**src/rtl/i2c_arb_pkg.sv**
```systemverilog
`default_nettype none
// ============================================================================
// Module   : i2c_arb_pkg
// Purpose  : Shared types and constants for the camera I2C bus arbiter.
// Revision : 1.0
// ============================================================================
package i2c_arb_pkg;

    typedef enum logic [1:0] {
        IDLE  = 2'd0,
        OWN   = 2'd1,
        GUARD = 2'd2
    } arb_state_t;

    localparam int REQ_NIOS = 0;
    localparam int REQ_AF   = 1;
    localparam int CNT_W    = 24;

endpackage : i2c_arb_pkg
`default_nettype wire

```
**src/rtl/i2c_arb_timer.sv**
```systemverilog
`default_nettype none
// ============================================================================
// Module   : i2c_arb_timer
// Purpose  : Loadable down-counter with zero flag, shared by guard and timeout.
// Revision : 1.0
// ============================================================================
module i2c_arb_timer
    import i2c_arb_pkg::*;
(
    input  logic             clk,
    input  logic             reset_n,
    input  logic             i_load,
    input  logic [CNT_W-1:0] i_load_val,
    input  logic             i_dec,
    output logic             o_zero
);

    logic [CNT_W-1:0] r_count;

    // Decrement only while non-zero so the count can never wrap.
    always_ff @(posedge clk) begin
        if (!reset_n) begin
            r_count <= '0;
        end else if (i_load) begin
            r_count <= i_load_val;
        end else if (i_dec && (r_count != '0)) begin
            r_count <= r_count - 1'b1;
        end
    end

    assign o_zero = (r_count == '0);

endmodule : i2c_arb_timer
`default_nettype wire

```
**src/rtl/i2c_bus_arbiter.sv**
```systemverilog
`default_nettype none
// ============================================================================
// Module   : i2c_bus_arbiter
// Purpose  : Round-robin owner arbitration of a shared open-drain I2C bus.
// Revision : 1.0
// ============================================================================
module i2c_bus_arbiter
    import i2c_arb_pkg::*;
#(
    parameter int GUARD_CYCLES   = 250,
    parameter int TIMEOUT_CYCLES = 5_000_000
) (
    input  logic       clk,
    input  logic       reset_n,
    input  logic [1:0] i_req,
    input  logic [1:0] i_req_scl_oe,
    input  logic [1:0] i_req_sda_oe,
    input  logic       i_scl,
    input  logic       i_sda,
    output logic [1:0] o_gnt,
    output logic       o_scl_oe,
    output logic       o_sda_oe,
    output logic       o_busy,
    output logic       o_timeout
);

    localparam logic [CNT_W-1:0] c_GUARD_LOAD   = CNT_W'(GUARD_CYCLES - 1);
    localparam logic [CNT_W-1:0] c_TIMEOUT_LOAD = CNT_W'(TIMEOUT_CYCLES - 1);

    arb_state_t       r_state;
    logic             r_owner;
    logic             r_last;
    logic [1:0]       r_blocked;
    logic [1:0]       r_gnt;
    logic             r_scl_oe;
    logic             r_sda_oe;
    logic             r_busy;
    logic             r_timeout;

    logic [1:0]       w_elig;
    logic             w_bus_idle;
    logic             w_grant;
    logic             w_pick;
    logic             w_owner_req;
    logic             w_zero;
    logic             w_load;
    logic [CNT_W-1:0] w_load_val;
    logic             w_dec;

    assign w_elig      = i_req & ~r_blocked;
    assign w_bus_idle  = i_scl & i_sda;
    assign w_grant     = (w_elig != 2'b00) && w_bus_idle;
    // Both eligible: the one that did not own the bus last time wins.
    assign w_pick      = (w_elig == 2'b11) ? ~r_last : w_elig[REQ_AF];
    assign w_owner_req = i_req[r_owner];

    always_comb begin
        w_load     = 1'b0;
        w_load_val = '0;
        w_dec      = 1'b0;
        case (r_state)
            IDLE: begin
                if (w_grant) begin
                    w_load     = 1'b1;
                    w_load_val = c_TIMEOUT_LOAD;
                end
            end
            OWN: begin
                if (!w_owner_req || w_zero) begin
                    w_load     = 1'b1;
                    w_load_val = c_GUARD_LOAD;
                end else begin
                    w_dec = 1'b1;
                end
            end
            GUARD:   w_dec = 1'b1;
            default: w_dec = 1'b0;
        endcase
    end

    i2c_arb_timer u_timer (
        .clk        (clk),
        .reset_n    (reset_n),
        .i_load     (w_load),
        .i_load_val (w_load_val),
        .i_dec      (w_dec),
        .o_zero     (w_zero)
    );

    always_ff @(posedge clk) begin
        if (!reset_n) begin
            r_state   <= IDLE;
            r_owner   <= 1'b0;
            r_last    <= 1'b1;
            r_blocked <= 2'b00;
            r_gnt     <= 2'b00;
            r_scl_oe  <= 1'b0;
            r_sda_oe  <= 1'b0;
            r_busy    <= 1'b0;
            r_timeout <= 1'b0;
        end else begin
            r_timeout <= 1'b0;
            r_blocked <= r_blocked & i_req;
            case (r_state)
                IDLE: begin
                    if (w_grant) begin
                        r_gnt   <= 2'b01 << w_pick;
                        r_owner <= w_pick;
                        r_last  <= w_pick;
                        r_busy  <= 1'b1;
                        r_state <= OWN;
                    end
                end
                OWN: begin
                    if (!w_owner_req) begin
                        r_gnt    <= 2'b00;
                        r_scl_oe <= 1'b0;
                        r_sda_oe <= 1'b0;
                        r_state  <= GUARD;
                    end else if (w_zero) begin
                        // Revoked owner stays locked out until it drops req.
                        r_gnt     <= 2'b00;
                        r_scl_oe  <= 1'b0;
                        r_sda_oe  <= 1'b0;
                        r_timeout <= 1'b1;
                        r_blocked <= (r_blocked & i_req) | (2'b01 << r_owner);
                        r_state   <= GUARD;
                    end else begin
                        r_scl_oe <= i_req_scl_oe[r_owner];
                        r_sda_oe <= i_req_sda_oe[r_owner];
                    end
                end
                GUARD: begin
                    if (w_zero) begin
                        r_busy  <= 1'b0;
                        r_state <= IDLE;
                    end
                end
                default: begin
                    r_gnt   <= 2'b00;
                    r_busy  <= 1'b0;
                    r_state <= IDLE;
                end
            endcase
        end
    end

    assign o_gnt     = r_gnt;
    assign o_scl_oe  = r_scl_oe;
    assign o_sda_oe  = r_sda_oe;
    assign o_busy    = r_busy;
    assign o_timeout = r_timeout;

endmodule : i2c_bus_arbiter
`default_nettype wire
```
**config.mk**
```make
export PLATFORM = sky130hd
export DESIGN_NAME = i2c_bus_arbiter
export DESIGN_NICKNAME = d
export VERILOG_FILES = /design/src/rtl/i2c_arb_pkg.sv /design/src/rtl/i2c_arb_timer.sv /design/src/rtl/i2c_bus_arbiter.sv
export SDC_FILE = /design/constraint.sdc
export NUM_CORES = 1
export LEC_CHECK = 0
export CELL_PAD_IN_SITES_DETAIL_PLACEMENT = 1
export CELL_PAD_IN_SITES_GLOBAL_PLACEMENT = 1
export CORE_MARGIN = 5
export CORE_UTILIZATION = 43
export CTS_CLUSTER_DIAMETER = 50
export DETAILED_ROUTE_END_ITERATION = 6
export PLACE_DENSITY_LB_ADDON = 0.1
export SLEW_MARGIN = 5
export SYNTH_ARGS = -nofsm -noshare
export SYNTH_HDL_FRONTEND = slang
export SYNTH_SLANG_ARGS = --single-unit
```
**constraint.sdc**
```tcl
create_clock -name clk -period 2.75 [get_ports clk]
set_input_delay 0.55 -clock clk [delete_from_list [all_inputs] [get_ports clk]]
set_output_delay 0.55 -clock clk [all_outputs]
set_load 0.05 [all_outputs]
```
==> results.cfg <==
[status]
status = complete, no violations

[layout]
diodes = 0
final-seq-area_sq_um = 721
final_area_sq_um = 2330
number_of_filler_instances_in_the_final_layout = 551
synth_to_final_area_change_pct = 18.2
layout_commonest_cell = sky130_fd_sc_hd__dfxtp_1
area_of_combinational_cells_with_multiple_inputs_sq_um = 1170
final_nets = 281
fraction_of_final_layout_cells_sized_beyond_drive_strength_1 = 0.116
leading_cell_types_in_the_layout_fill_and_taps_excluded = 36 x sky130_fd_sc_hd__dfxtp_1, 31 x sky130_fd_sc_hd__nor2_1, 17 x sky130_fd_sc_hd__o21ai_0

[sta]
layout_min_cycle_time_ps = 2350
report.final.slew_viol_count = 0
setup_violations = 0
fin_worst_skew_ps = 6.05
setup_total_negative_slack_ps = 0
worstMarginPinSlew_ps = 512
whs_ps = 491
rsz0062_at_grt = false
timing.max_slew.rel_slack = 0.658
timing_hold_violations_final = 0
post-route-period-util = 0.855
highest_clock_rate_mhz = 426

[synthesis]
mapped_nets = 257
async_set_or_reset_register_ratio_after_synthesis = 0
synth.lib_cells_used.distinct = 46
synth-warning-count = 0
post_synth_xor_area_fraction = 0.0577
combinational_family_with_the_most_area_after_synthesis = simple AND/OR/NAND/NOR gates
synth_mux_area_frac = 0.0260
mappedNetlistArea_sq_um = 1970
synthesis.area_per_instance_sq_um = 8.15
synth_adder_area_share = 0.0317
synth_cells = 242
compound_gate_fraction_of_synth_area = 0.197
seq_area_frac_synth = 0.365
synth-simple-area-share = 0.281
synth-edff-count = 0
synth-seq-cells = 36
ys.flop_type = sky130_fd_sc_hd__dfxtp_1

[clock_network]
worstSkewPairLatency_ps = 290
clock_sink_count = 36
cts_inserted_buffers = 5
cts_tree = yes
htree_num_levels = 2
clk_pin_slew_worst_paths_ps = 80
cts_root_buf = sky130_fd_sc_hd__clkbuf_8
post_cts.resized_instances = 0
post-cts-setup-buffers = 0
ctsHoldBuffers = 0
clockBufferDepth = 2

[critical_path]
worst_setup_path_start_kind = flip-flop
path_depth = 10
timing.critical_path.fanout_max = 14
ff2ff_setup_slack_ps = 400
critical_r2r_capture = u_timer.r_count[21]$_SDFFE_PN0P_
dominant_delay_contributor_by_cell_family_on_the_critical_path = simple AND/OR/NAND/NOR gates
critical_path.most_common_cell = sky130_fd_sc_hd__buf_4
crit_type = flip-flop to flip-flop
critPathCaptureType = flip-flop
worst_r2r_startpoint = u_timer.r_count[0]$_SDFFE_PN0P_
critical_path.n_buffers_inverters = 3
crit_arrival_ps = 2570
timing.critical_path.slowest_cell_delay_ps = 480
path_cells = inv_1, ha_1, nor4b_1, buf_4, nand4_1, o21ai_1, nor2_1, buf_4, or4_1, a21oi_1
critical-path-slowest-cell = sky130_fd_sc_hd__or4_1
worstPathRequired_ps = 2970
worst_r2r_path_depth = 10
crit_start = u_timer.r_count[0]$_SDFFE_PN0P_
crit_path_end = u_timer.r_count[21]$_SDFFE_PN0P_

[routing]
route.detailed.drc = 0
routedWlPerCell_um = 17.9
drtPass1Iterations = 4
routed_wl_um = 5700
route.vias.total = 1862
average_via_count_per_standard_cell = 5.84
drt.antenna.violating_nets = 0
drt_iter0_markers = 103

[pwr]
power-per-cell-area_nw_per_um2 = 612
leakagePower_nw = 0.873
irDropWorstVdd_uv = 314
power.total_mw = 1.43

[die]
die_height_um = 77.7
floorplan.io_pins = 16
fp.dieW_um = 77.7
initial_core_util = 0.447
core-area_sq_um = 4410
design.die.area_sq_um = 6040
fp-row-count = 24

[global_routing]
grt_start_max_net_pins = 18
number_of_antenna_violations_at_the_first_check_in_global_routing = 0
first_global_vias = 2004
gr-usage-all-layers = 0.200
grt_first_pass_wirelength_um = 9870
grt-ovfl-total = 0

[placement]
numPortBuffers = 15
globalplace.congestion = 0.801
hpwl_um = 4010
dpl_cell_area_sq_um = 2240

[worst_hold_path]
hp-class = flip-flop to flip-flop

[run]
max_cap_violations = 0
## worst reg2reg max path, delay by kind of cell (launching register included)
kind	cells	cell delay, ps
DFF	1	330
adders and majority gates	1	160
AOI/OAI and AO/OA	2	380
buffers and inverters	3	480
and+or+nand+nor	4	930
## synth_stat cells (5+ instances only)
library cell | number | area, sq um
sky130_fd_sc_hd__nor2_1 | 31 | 116
sky130_fd_sc_hd__ha_1 | 5 | 62.6
sky130_fd_sc_hd__a31oi_1 | 6 | 37.5
sky130_fd_sc_hd__dfxtp_1 | 36 | 721
sky130_fd_sc_hd__nand3_1 | 6 | 30.0
sky130_fd_sc_hd__o21ai_0 | 17 | 85.1
sky130_fd_sc_hd__o211ai_1 | 5 | 37.5
sky130_fd_sc_hd__xor2_1 | 6 | 52.6
sky130_fd_sc_hd__nand2_1 | 14 | 52.6
sky130_fd_sc_hd__or4_1 | 5 | 37.5
sky130_fd_sc_hd__clkbuf_1 | 9 | 33.8
sky130_fd_sc_hd__or3_1 | 7 | 43.8
sky130_fd_sc_hd__nand4_1 | 5 | 31.3
sky130_fd_sc_hd__nor4_1 | 6 | 37.5
sky130_fd_sc_hd__xnor2_1 | 7 | 61.3
sky130_fd_sc_hd__a21oi_1 | 15 | 75.1
sky130_fd_sc_hd__nor3_1 | 6 | 30.0
sky130_fd_sc_hd__inv_1 | 10 | 37.5
## routing by layer
metal | vias to the layer above | global-route usage | routed length, um
li1 | 925 | - | -
met1 | 902 | 0.282 | 2870
met2 | 29 | 0.309 | 2560
met3 | 6 | 0.0463 | 216
met4 | 0 | 0.0464 | 53
met5 | - | 0 | 0
## kinds of logic (layout without fill, tap and decap cells)
family                     Yosys count  after routing
and+or+nand+nor                    100            100
buffers and inverters               21             46
AOI/OAI and AO/OA                   62             62
muxes                                5              5
adders and majority gates            5              5
xor gates and xnor gates            13             13
DFF                                 36             36
## layout make-up
class	count	area share
Multi-Input combinational cell	185	0.502
Clock buffer	8	0.0386
Inverter	10	0.0161
Sequential cell	36	0.309
Tap cell	52	0.0279
Timing Repair Buffer	28	0.106
## where the power goes
| group | total, mW | internal (mW) | switching (mW) |
|---|---|---|---|
| clock network | 0.400 | 0.205 | 0.196 |
| registers | 0.608 | 0.562 | 0.0469 |
| logic | 0.418 | 0.170 | 0.249 |
## worst min path at each step
stage,cells after the start,from,endpoint
final,2,r_blocked[1]$_SDFF_PN0_,r_blocked[1]$_SDFF_PN0_
after global routing,2,r_blocked[1]$_SDFF_PN0_,r_blocked[1]$_SDFF_PN0_
after CTS,2,r_last$_SDFFE_PN1N_,r_last$_SDFFE_PN1N_
after detailed placement,2,r_last$_SDFFE_PN1N_,r_last$_SDFFE_PN1N_
after global placement,2,r_blocked[1]$_SDFF_PN0_,r_blocked[1]$_SDFF_PN0_
after floorplan,2,r_last$_SDFFE_PN1N_,r_last$_SDFFE_PN1N_
## metrics by stage
step,util,setup slack [ps],instances
CTS,0.528,387,319
finish,0.528,400,319
floorplan,-,699,242
detailed placement,0.508,134,311
global route,0.528,102,319
global placement,0.508,270,311
## state kept, by name, summed over array words and instances (netlist names)
register         cells
r_state              2
r_blocked            2
o_sda_oe             1
o_busy               1
r_last               1
r_owner              1
o_timeout            1
o_scl_oe             1
u_timer.r_count     24
o_gnt                2
(Power assumes the default switching activity.)
